[config.mk]
export PLATFORM = sky130hd
export DESIGN_NAME = fp_alu_seq_flat
export DESIGN_NICKNAME = d
export VERILOG_FILES = /design/src/rtl/fp_pkg.sv /design/src/rtl/fp_alu_seq_if.sv /design/src/rtl/fp_normalize.sv /design/src/rtl/fp_alu_seq.sv /design/src/flat_wrapper.sv
export SDC_FILE = /design/constraint.sdc
export NUM_CORES = 1
export LEC_CHECK = 0
export CORE_MARGIN = 2
export CORE_UTILIZATION = 60
export DETAILED_ROUTE_END_ITERATION = 6
export PLACE_DENSITY_LB_ADDON = 0.12
export SKIP_CTS_REPAIR_TIMING = 1
export SLEW_MARGIN = 10
export SYNTH_ARGS = -nofsm -noshare
export SYNTH_HDL_FRONTEND = slang
export SYNTH_SLANG_ARGS = --single-unit
[constraint.sdc]
create_clock -name clk -period 13.2 [get_ports clk]
set_clock_uncertainty 0.15 [all_clocks]
set_input_delay 2.64 -clock clk [delete_from_list [all_inputs] [get_ports clk]]
set_output_delay 2.64 -clock clk [all_outputs]
set_load 0.1 [all_outputs]
[src/rtl/fp_pkg.sv]
// Shared types and helpers for the sequential floating-point ALU.
package fp_pkg;

    typedef enum logic [1:0] {
        ModeAdd  = 2'd0,
        ModeSub  = 2'd1,
        ModeMul  = 2'd2,
        ModePass = 2'd3
    } fp_mode_e;

    typedef enum logic [2:0] {
        StIdle,
        StUnpack,
        StExec,
        StNorm,
        StOut
    } fp_state_e;

    // Bit positions inside out_flags = {overflow, underflow, zero}
    localparam int unsigned FlagZero  = 0;
    localparam int unsigned FlagUnder = 1;
    localparam int unsigned FlagOver  = 2;

    function automatic int unsigned fp_bias(input int unsigned exp_w);
        return (32'd1 << (exp_w - 1)) - 32'd1;
    endfunction

    function automatic int unsigned fp_max_exp(input int unsigned exp_w);
        return (32'd1 << exp_w) - 32'd1;
    endfunction

endpackage

[src/rtl/fp_alu_seq_if.sv]
// Request/result bundle between operand fetch, the FP ALU and the result collector.
interface fp_alu_seq_if #(
    parameter int unsigned EXP_W = 8,
    parameter int unsigned MAN_W = 7
);
    localparam int unsigned W = 1 + EXP_W + MAN_W;

    logic         in_valid;
    logic         in_ready;
    logic [1:0]   mode;
    logic [W-1:0] in_a;
    logic [W-1:0] in_b;
    logic         out_valid;
    logic [W-1:0] out;
    logic [2:0]   out_flags;

    modport master (
        output in_valid, mode, in_a, in_b,
        input  in_ready, out_valid, out, out_flags
    );

    modport slave (
        input  in_valid, mode, in_a, in_b,
        output in_ready, out_valid, out, out_flags
    );

endinterface

[src/rtl/fp_normalize.sv]
// Leading-one detect and left shift so the first set bit lands in the MSB.
module fp_normalize #(
    parameter int unsigned WIDTH = 16
) (
    input  logic [WIDTH-1:0]           value,
    output logic [WIDTH-1:0]           shifted,
    output logic [$clog2(WIDTH+1)-1:0] lead_zeros
);
    localparam int unsigned LZW = $clog2(WIDTH + 1);

    logic found;

    always_comb begin
        found      = 1'b0;
        lead_zeros = LZW'(WIDTH);
        for (int i = WIDTH - 1; i >= 0; i--) begin
            if (!found && value[i]) begin
                found      = 1'b1;
                lead_zeros = LZW'(WIDTH - 1 - i);
            end
        end
        shifted = value << lead_zeros;
    end

endmodule

[src/rtl/fp_alu_seq.sv]
// Sequential add/sub/mul/pass floating-point unit with a fixed five-cycle FSM.
module fp_alu_seq
    import fp_pkg::*;
#(
    parameter int unsigned EXP_W = 8,
    parameter int unsigned MAN_W = 7
) (
    input logic         clk,
    input logic         rst_n,
    fp_alu_seq_if.slave bus
);
    localparam int unsigned W    = 1 + EXP_W + MAN_W;
    localparam int unsigned SW   = MAN_W + 1;
    localparam int unsigned AW   = SW + 4;  // carry, significand, guard, round, sticky
    localparam int unsigned PW   = 2 * SW;
    localparam int unsigned NW   = (AW > PW) ? AW : PW;
    localparam int unsigned LZW  = $clog2(NW + 1);
    localparam int unsigned XW   = EXP_W + LZW + 2;
    localparam int unsigned BIAS = fp_bias(EXP_W);
    localparam int unsigned EMAX = fp_max_exp(EXP_W);

    fp_state_e    state_q;
    fp_mode_e     mode_q;
    logic [W-1:0] a_q, b_q;
    logic         in_ready_q, out_valid_q;
    logic [W-1:0] out_q;
    logic [2:0]   out_flags_q;

    logic                    sign_d, sign_q, eff_sub_d, eff_sub_q, byp_d, byp_q;
    logic [EXP_W-1:0]        diff_d, diff_q;
    logic signed [XW-1:0]    eref_d, eref_q;
    logic [SW-1:0]           big_d, big_q, small_d, small_q;
    logic [W-1:0]            byp_res_d, byp_res_q, res_d, res_q;
    logic [2:0]              byp_flags_d, byp_flags_q, res_flags_d, res_flags_q;
    logic [NW-1:0]           acc_d, acc_q;

    logic             sa, sb_eff, za, zb, a_ge_b;
    logic [EXP_W-1:0] ea, eb;
    logic [SW-1:0]    siga, sigb;

    assign sa     = a_q[W-1];
    assign ea     = a_q[W-2 -: EXP_W];
    assign eb     = b_q[W-2 -: EXP_W];
    assign siga   = {1'b1, a_q[MAN_W-1:0]};
    assign sigb   = {1'b1, b_q[MAN_W-1:0]};
    assign sb_eff = b_q[W-1] ^ (mode_q == ModeSub);
    assign za     = (ea == '0);
    assign zb     = (eb == '0);
    assign a_ge_b = (a_q[W-2:0] >= b_q[W-2:0]);

    // Unpack: order by magnitude for add/sub and resolve trivially-known results.
    always_comb begin
        sign_d      = a_ge_b ? sa : sb_eff;
        eff_sub_d   = sa ^ sb_eff;
        big_d       = a_ge_b ? siga : sigb;
        small_d     = a_ge_b ? sigb : siga;
        diff_d      = a_ge_b ? (ea - eb) : (eb - ea);
        eref_d      = XW'(a_ge_b ? ea : eb);
        byp_d       = 1'b0;
        byp_res_d   = '0;
        byp_flags_d = '0;
        unique case (mode_q)
            ModeMul: begin
                sign_d  = sa ^ b_q[W-1];
                big_d   = siga;
                small_d = sigb;
                eref_d  = XW'(ea) + XW'(eb) - XW'(BIAS);
                if (za || zb) begin
                    byp_d                 = 1'b1;
                    byp_flags_d[FlagZero] = 1'b1;
                end
            end
            ModePass: begin
                byp_d = 1'b1;
                if (za) byp_flags_d[FlagZero] = 1'b1;
                else    byp_res_d = a_q;
            end
            default: begin
                if (za && zb) begin
                    byp_d                 = 1'b1;
                    byp_flags_d[FlagZero] = 1'b1;
                end else if (za) begin
                    byp_d     = 1'b1;
                    byp_res_d = {sb_eff, b_q[W-2:0]};
                end else if (zb) begin
                    byp_d     = 1'b1;
                    byp_res_d = a_q;
                end
            end
        endcase
    end

    logic [SW+2:0] small_ext, small_sh;
    logic          sticky;
    logic [AW-1:0] big_ext, small_al, sum;
    logic [PW-1:0] prod;

    // Exec: bits shifted past the guard/round positions collapse into the sticky bit.
    always_comb begin
        small_ext = {small_q, 3'b000};
        sticky    = 1'b0;
        for (int i = 0; i < int'(SW + 3); i++) begin
            if (i < int'(diff_q)) sticky |= small_ext[i];
        end
        small_sh    = small_ext >> diff_q;
        small_sh[0] = small_sh[0] | sticky;
        small_al    = {1'b0, small_sh};
        big_ext     = {1'b0, big_q, 3'b000};
        sum         = eff_sub_q ? (big_ext - small_al) : (big_ext + small_al);
        prod        = PW'(big_q) * PW'(small_q);
        acc_d       = (mode_q == ModeMul) ? (NW'(prod) << (NW - PW)) : (NW'(sum) << (NW - AW));
    end

    logic [NW-1:0]        norm_val;
    logic [LZW-1:0]       norm_lz;
    logic signed [XW-1:0] exp_n;
    logic                 norm_unused;

    fp_normalize #(
        .WIDTH (NW)
    ) u_norm (
        .value      (acc_q),
        .shifted    (norm_val),
        .lead_zeros (norm_lz)
    );

    // The leading one sits at NW-2 when the result exponent equals eref.
    assign norm_unused = ^{norm_val[NW-1], norm_val[NW-MAN_W-2:0]};

    always_comb begin
        exp_n       = eref_q + XW'(1) - XW'(norm_lz);
        res_d       = '0;
        res_flags_d = '0;
        if (byp_q) begin
            res_d       = byp_res_q;
            res_flags_d = byp_flags_q;
        end else if (acc_q == '0) begin
            res_flags_d[FlagZero] = 1'b1;
        end else if (exp_n > $signed(XW'(EMAX))) begin
            res_d                 = {sign_q, {(W-1){1'b1}}};
            res_flags_d[FlagOver] = 1'b1;
        end else if (exp_n < $signed(XW'(1))) begin
            res_flags_d[FlagUnder] = 1'b1;
            res_flags_d[FlagZero]  = 1'b1;
        end else begin
            res_d = {sign_q, exp_n[EXP_W-1:0], norm_val[NW-2 -: MAN_W]};
        end
    end

    always_ff @(posedge clk or negedge rst_n) begin
        if (!rst_n) begin
            state_q     <= StIdle;
            mode_q      <= ModeAdd;
            a_q         <= '0;
            b_q         <= '0;
            in_ready_q  <= 1'b1;
            out_valid_q <= 1'b0;
            out_q       <= '0;
            out_flags_q <= '0;
            sign_q      <= 1'b0;
            eff_sub_q   <= 1'b0;
            byp_q       <= 1'b0;
            diff_q      <= '0;
            eref_q      <= '0;
            big_q       <= '0;
            small_q     <= '0;
            byp_res_q   <= '0;
            byp_flags_q <= '0;
            acc_q       <= '0;
            res_q       <= '0;
            res_flags_q <= '0;
        end else begin
            unique case (state_q)
                StIdle: begin
                    out_valid_q <= 1'b0;
                    if (bus.in_valid) begin
                        a_q        <= bus.in_a;
                        b_q        <= bus.in_b;
                        mode_q     <= fp_mode_e'(bus.mode);
                        in_ready_q <= 1'b0;
                        state_q    <= StUnpack;
                    end
                end
                StUnpack: begin
                    sign_q      <= sign_d;
                    eff_sub_q   <= eff_sub_d;
                    byp_q       <= byp_d;
                    diff_q      <= diff_d;
                    eref_q      <= eref_d;
                    big_q       <= big_d;
                    small_q     <= small_d;
                    byp_res_q   <= byp_res_d;
                    byp_flags_q <= byp_flags_d;
                    state_q     <= StExec;
                end
                StExec: begin
                    acc_q   <= acc_d;
                    state_q <= StNorm;
                end
                StNorm: begin
                    res_q       <= res_d;
                    res_flags_q <= res_flags_d;
                    state_q     <= StOut;
                end
                StOut: begin
                    out_q       <= res_q;
                    out_flags_q <= res_flags_q;
                    out_valid_q <= 1'b1;
                    in_ready_q  <= 1'b1;
                    state_q     <= StIdle;
                end
                default: state_q <= StIdle;
            endcase
        end
    end

    assign bus.in_ready  = in_ready_q;
    assign bus.out_valid = out_valid_q;
    assign bus.out       = out_q;
    assign bus.out_flags = out_flags_q;

endmodule

[src/flat_wrapper.sv]
// flat-port wrapper written by rule: the top's interface ports become plain ports
module fp_alu_seq_flat import fp_pkg::*;
#(
    parameter int unsigned EXP_W = 8,
    parameter int unsigned MAN_W = 7
)
  (clk, rst_n, bus_in_valid, bus_mode, bus_in_a, bus_in_b, bus_in_ready, bus_out_valid, bus_out, bus_out_flags);
  fp_alu_seq_if #(.EXP_W(EXP_W), .MAN_W(MAN_W)) bus_i ();
  input logic clk;
  input logic rst_n;
  input wire logic [$bits(bus_i.in_valid)-1:0] bus_in_valid;
  input wire logic [$bits(bus_i.mode)-1:0] bus_mode;
  input wire logic [$bits(bus_i.in_a)-1:0] bus_in_a;
  input wire logic [$bits(bus_i.in_b)-1:0] bus_in_b;
  output wire logic [$bits(bus_i.in_ready)-1:0] bus_in_ready;
  output wire logic [$bits(bus_i.out_valid)-1:0] bus_out_valid;
  output wire logic [$bits(bus_i.out)-1:0] bus_out;
  output wire logic [$bits(bus_i.out_flags)-1:0] bus_out_flags;
  assign bus_i.in_valid = bus_in_valid;
  assign bus_i.mode = bus_mode;
  assign bus_i.in_a = bus_in_a;
  assign bus_i.in_b = bus_in_b;
  assign bus_in_ready = bus_i.in_ready;
  assign bus_out_valid = bus_i.out_valid;
  assign bus_out = bus_i.out;
  assign bus_out_flags = bus_i.out_flags;
  fp_alu_seq #(.EXP_W(EXP_W), .MAN_W(MAN_W)) u_core (.clk(clk), .rst_n(rst_n), .bus(bus_i));
endmodule
### Yosys cells after proc, flatten, opt, wreduce, memory -nomap -nowiden

Index checks and enable logic that the tools add are counted.

* ROM bits: 0
* output and inout port bits: 21
* input port bits: 37
* bits in latches: 0
* memories kept: 0
* word-level logic and storage cells: 178
* register bits after elaboration: 152
* RAM bits: 0

* divide/modulo/power cells: 0
* mux-type cells: 78
* bitwise logic cells: 11
* magnitude comparators: 11
* shift operators: 2
* eq/ne operators: 8
* multiply operators: 1
* reductions and logical operators: 39
* add/subtract/negate cells: 8

Operators by type and width (number)
* $mux W16: 9
* $mux W5: 16
* $mux W1: 34
* $lt A3 B8 Y1 const A: 4
* $mux W8: 4
* $pmux W16 S2: 1
* $lt A4 B8 Y1 const A: 3
* $logic_and A1 B1 Y1: 16
* $logic_not A16 Y1: 1
* $logic_not A8 Y1: 2
* $mul A8 B8 Y16: 1
* $shl A16 B5 Y15: 1
* $sub A8 B8 Y8: 2
* $add A15 B1 Y15 const B: 1
* $ge A15 B15 Y1: 1
* $gt A15 B9 Y1 const B: 1
* $logic_not A1 Y1: 15
* $lt A15 B2 Y1 const B: 1
* $mux W15: 1
* $sub A15 B5 Y15: 1
* $sub A15 B7 Y15 const B: 1
* $mux W7: 2
* $add A11 B11 Y12: 1
* $mux W12: 1
* other kinds (20): 38

### Logic depth before layout (Yosys ltp)

* word-level depth: 52
* mapped depth: 20
* mapped depth without buffers: 19

### By module

A second synthesis with hierarchy kept.

* cell total of the unflattened synthesis: 1403
* area total of the unflattened synthesis: 12301.8 sq um

Modules (own cells, without submodules)
* fp_alu_seq: seq. area each 3654.8 sq um, cells an instance 1292, instances 1, area each 11522.3 sq um
* fp_normalize: seq. area each 0.0 sq um, cells an instance 111, instances 1, area each 779.5 sq um

### Worst setup path after synthesis

No wires, ideal clock.

* path kind: register to register
* from: reg u_core.small_q[7]
* to: reg u_core.acc_q[15]
* buffers on the path: 2
* required time: 12911 ps
* cell stages (with the launch flop): 18
* setup time: 139 ps
* clock period less this slack: 4959 ps
* arrival time: 4671 ps
* slack: 8241 ps
* cells stage by stage: dfrtp_1 clkbuf_1 clkbuf_1 nand2_1 fa_1 inv_1 fa_1 fa_1 fa_1 ha_1 or2_2 a21oi_1 a21oi_1 a21o_1 a21oi_1 o21ai_0 xnor2_1 o2111ai_1

* longest elaborated chain between the ends: 6
* elaborated cells on any way between the ends: 9
* those cells by class: add/sub (2); mul (1); shift (1); mux (3); bitwise (2)

Ends and longest elaborated chain
* from (decl): line fp_alu_seq.sv:32 `logic [SW-1:0] big_d, big_q, small_d, small_q;`
* from (signal assigned): line fp_alu_seq.sv:191 `small_q <= small_d;`
* branches (longest 5 deep; another with $add A11 B11 Y12)
* $mux W16 (*): line fp_alu_seq.sv:111 `acc_d = (mode_q == ModeMul) ? (NW'(prod) << (NW - PW)) : (NW'(sum) << (NW - AW));`
* to (signal assigned): line fp_alu_seq.sv:169 `acc_q <= '0;`
* to (signal assigned): line fp_alu_seq.sv:197 `acc_q <= acc_d;`
* to (decl): line fp_alu_seq.sv:35 `logic [NW-1:0] acc_d, acc_q;`

Every way passes the cells marked *.
A chain may end at the register's enable or synchronous reset.

### Final worst setup path

* from: reg u_core.acc_q[11]
* to: reg u_core.res_q[1]

* longest elaborated chain between the ends: 41
* elaborated cells on any way between the ends: 55
* those cells by class: add/sub (1); order compare (2); shift (1); mux (27); reduce/logical (24)

Ends and longest elaborated chain
* $logic_and A1 B1 Y1: line fp_normalize.sv:17 `if (!found && value[i]) begin`
* $mux W1: line fp_normalize.sv:17
* $logic_not A1 Y1: line fp_normalize.sv:17
* $logic_and A1 B1 Y1: line fp_normalize.sv:17
* $mux W1: line fp_normalize.sv:17
* $logic_not A1 Y1: line fp_normalize.sv:17
* $logic_and A1 B1 Y1: line fp_normalize.sv:17
* $mux W1: line fp_normalize.sv:17
* [... 25 more ...]
* $logic_and A1 B1 Y1: line fp_normalize.sv:17
* $mux W5: line fp_normalize.sv:17
* $sub A15 B5 Y15: line fp_alu_seq.sv:131 `exp_n = eref_q + XW'(1) - XW'(norm_lz);`
* $lt A15 B2 Y1: line fp_alu_seq.sv:142 `end else if (exp_n < $signed(XW'(1))) begin`
* $mux W16: line fp_alu_seq.sv:142
* $mux W16: line fp_alu_seq.sv:139 `end else if (exp_n > $signed(XW'(EMAX))) begin`
* $mux W16 (*): line fp_alu_seq.sv:137 `end else if (acc_q == '0) begin`
* $mux W16 (*): line fp_alu_seq.sv:134 `if (byp_q) begin`
* to (signal assigned): line fp_alu_seq.sv:201 `res_q <= res_d;`
* to (decl): line fp_alu_seq.sv:33 `logic [W-1:0] byp_res_d, byp_res_q, res_d, res_q;`

Mark *: on every way between the ends. The rest lies on a longest branch, timed or not.

==> impl_metrics.env <==
export IMPL_fp_row_count=52
export IMPL_avgSynthCellArea_um2=8.620
export IMPL_multi_input_area_um2=7975
export IMPL_arrival_ns=5.75
export IMPL_syn_to_final_growth_pct=10.11
export IMPL_slew_violations=0
export IMPL_synth_seq_cells=151
export IMPL_viasPerCell=5.946
export IMPL_final_common_cell="nand2_1"
export IMPL_critPathRequiredTime_ns=13.34
export IMPL_die_area_um2=22080
export IMPL_hold_depth=2
export IMPL_antenna_cells=0
export IMPL_die_w_um=148.6
export IMPL_ant_nets=0
export IMPL_r2r_slack_ns=7.59
export IMPL_synth_area_um2=12540
export IMPL_io_pins=58
export IMPL_r2r_end="u_core.res_q[1]"
export IMPL_fin_crit_ns=5.611
export IMPL_syn_nets=1636
export IMPL_drt_iter0_markers=750
export IMPL_min_from="u_core.res_flags_q[1]"
export IMPL_dpl_hpwl_um=22500
export IMPL_htree_levels=4
export IMPL_gp_congestion=0.9261
export IMPL_crit_chain="nor4_1 > nand3_1 > nor3_1 > nand2b_1 > nand2_1 > inv_1 > ha_1 > fa_1 > a211oi_1 > o21ai_0 > o211ai_1 > mux2i_1 > nand2_1 > nor4_1 > nand2_1 > nand3_2 > o221ai_2"
export IMPL_clkSlewWorstSetupHoldPaths_ns=0.07
export IMPL_final_util_pct=67.81
export IMPL_cpPeakStageDelay_ns=0.74
export IMPL_fin_crit_sh_pct=42.51
export IMPL_critical_path_endpoint_type="flop"
export IMPL_crit_family="simple AND/OR/NAND/NOR gates"
export IMPL_core_um2=20360
export IMPL_path_buf_inv=1
export IMPL_fin_nets=1644
export IMPL_cts_sinks=151
export IMPL_drive_gt1_share_pct=7.317
export IMPL_cp_common_cell="nand2_1"
export IMPL_postSynthCellCount=1455
export IMPL_status="complete, no violations"
export IMPL_start_util_pct=61.59
export IMPL_overflow=0
export IMPL_layout_common_cells="nand2_1, dfrtp_1, inv_1"
export IMPL_cts_tree="done"
export IMPL_slew_headroom_pct=29.14
export IMPL_rr_startpoint="u_core.acc_q[11]"
export IMPL_port_buffer_count=57
export IMPL_synth_top_flop_cell="dfrtp_1"
export IMPL_grt_max_degree=99
export IMPL_rsz0062_at_grt="false"
export IMPL_hold_viol=0
export IMPL_vias=10382
export IMPL_antenna_found_initial=0
export IMPL_r2r_cells=17
export IMPL_slowest_stage="nor4_1"
export IMPL_wirelength_um=29680
export IMPL_grt_pass1_wl_um=49840
export IMPL_route_detailed_drc=0
export IMPL_holdPathEnd="u_core.res_flags_q[1]"
export IMPL_ys_async_sr_fraction_pct=100.0
export IMPL_synth_seq_area_share_pct=30.14
export IMPL_grt_pass1_vias=9969
export IMPL_seq_area_um2=3780
export IMPL_crit_path_max_fanout=10
export IMPL_worst_setup_path_type="flop to flop"
export IMPL_maxCapViolations=0
export IMPL_grt_util_all_layers_pct=28.09
export IMPL_synth_edf_count=0
export IMPL_clkLatencyLatePin_ns=0.43
export IMPL_num_fill_cells=1685
export IMPL_numCtsBuffers=17
export IMPL_worst_pin_slew_ns=1.055
export IMPL_dr_pass1_iters=5
export IMPL_hold_path_class="flop to flop"
export IMPL_fmax_ghz=0.1782
export IMPL_fin_tns_setup_ns=0
export IMPL_finalSetupViolCount=0
export IMPL_yosysWarnings=0
export IMPL_wire_per_inst_um=17.00
export IMPL_crit_path_start_kind="flop"
export IMPL_die_y_um=148.6
export IMPL_cts_path_max_buffers=2
export IMPL_ys_types=75
export IMPL_clockRootBuffer="clkbuf_16"
-- stage by stage --
| stage | instance area, um^2 | setup slack, ns | std cells | hold WS (ns) |
|---|---|---|---|---|
| after floorplan | 12540 | 8.241 | 1455 | 0.2914 |
| after global placement | 13220 | 7.905 | 1714 | 0.3131 |
| after detailed placement | 13220 | 7.764 | 1714 | 0.3256 |
| after CTS | 13810 | 7.740 | 1746 | 0.3411 |
| after global routing | 13810 | 7.216 | 1746 | 0.3692 |
| final | 13810 | 7.589 | 1746 | 0.3399 |
-- final cells by class --
type | count | share of cell area [%]
clock inverters | 14 | 1.187
repair buffers | 65 | 4.576
inverters | 131 | 3.561
clock buffers | 18 | 3.108
flip-flops and latches | 151 | 27.37
well taps | 270 | 2.446
multi-input cells | 1097 | 57.75
-- worst min-delay path, cell delays in order, from the launching register on --
cell	delay (ns)
dfrtp_1	0.34
nand2_1	0.06
o31ai_1	0.06
-- per-layer routing --
layer	routed length (um)	part of all wire, %	vias up	track usage (%)
li1	-	-	5050	-
met1	14270	48	4948	41.21
met2	13270	45	355	43.38
met3	1694	5.7	29	5.215
met4	440	1.5	0	6.762
met5	0	0	-	0
-- cells by family after synthesis --
group	after synthesis	share of synthesized area [%]
buffers and inverters	207	6.415
AO/OA/AOI/OAI	367	18.35
adder cells (fa/ha/maj)	144	16.82
multiplexers	94	8.180
flip-flops	151	30.14
XOR/XNOR	47	3.282
AND/OR/NAND/NOR	445	16.82
-- state kept, by name, indices dropped and copies added (netlist names) --
| name | flops |
|---|---|
| u_core.small_q | 8 |
| u_core.res_flags_q | 3 |
| u_core.bus.in_ready | 1 |
| u_core.byp_flags_q | 1 |
| u_core.bus.out_valid | 1 |
| u_core.eff_sub_q | 1 |
| u_core.big_q | 7 |
| u_core.bus.out | 16 |
| u_core.eref_q | 15 |
| u_core.state_q | 3 |
| u_core.sign_q | 1 |
| u_core.bus.out_flags | 3 |
| u_core.mode_q | 2 |
| u_core.diff_q | 8 |
| u_core.b_q | 16 |
| u_core.res_q | 16 |
| u_core.byp_q | 1 |
| u_core.acc_q | 16 |
| u_core.byp_res_q | 16 |
| u_core.a_q | 16 |
-- cells in the mapped netlist, types with 4 or more instances --
cell	n	share of area, %
o21bai_1	7	0.42
nor3b_1	4	0.24
mux2_2	38	3.4
a21o_1	14	0.84
buf_2	10	0.40
o211ai_1	20	1.2
ha_1	103	10
a21oi_1	93	3.7
a211o_1	4	0.28
nor2b_1	17	0.85
nor4_1	11	0.55
and3_1	10	0.50
mux2i_1	53	4.2
xnor2_1	31	2.2
dfrtp_1	150	30
a22oi_1	17	1.0
o22ai_1	18	0.90
o31ai_1	5	0.30
o21a_1	8	0.48
a221oi_1	7	0.49
or3_1	9	0.45
and2_1	37	1.8
xor2_1	16	1.1
nand4_1	5	0.25
o221ai_2	5	0.60
a211oi_1	5	0.30
nand2b_1	23	1.1
nor3_1	19	0.76
inv_1	131	3.9
o21ai_0	126	5.0
fa_1	41	6.5
a31oi_1	9	0.45
nand2_1	177	5.3
nand3b_1	4	0.24
clkbuf_1	61	1.8
nor2_1	95	2.8
nand3_1	18	0.72
-- how the worst max path moves through the flow --
| stage | start | cells after the start | to | slack [ns] |
|---|---|---|---|---|
| floorplan | u_core.small_q[7] | 17 | u_core.acc_q[15] | 8.24 |
| global route | u_core.acc_q[14] | 17 | u_core.res_q[14] | 7.22 |
| finish | u_core.acc_q[11] | 17 | u_core.res_q[1] | 7.59 |
| global placement | u_core.acc_q[14] | 17 | u_core.res_q[1] | 7.91 |
| detailed placement | u_core.acc_q[14] | 17 | u_core.res_q[1] | 7.76 |
| CTS | u_core.acc_q[14] | 17 | u_core.res_q[1] | 7.74 |
Power is left out: the tool's default activity adds up to more than one toggle a clock period on the data nets, which glitch-free logic cannot reach.
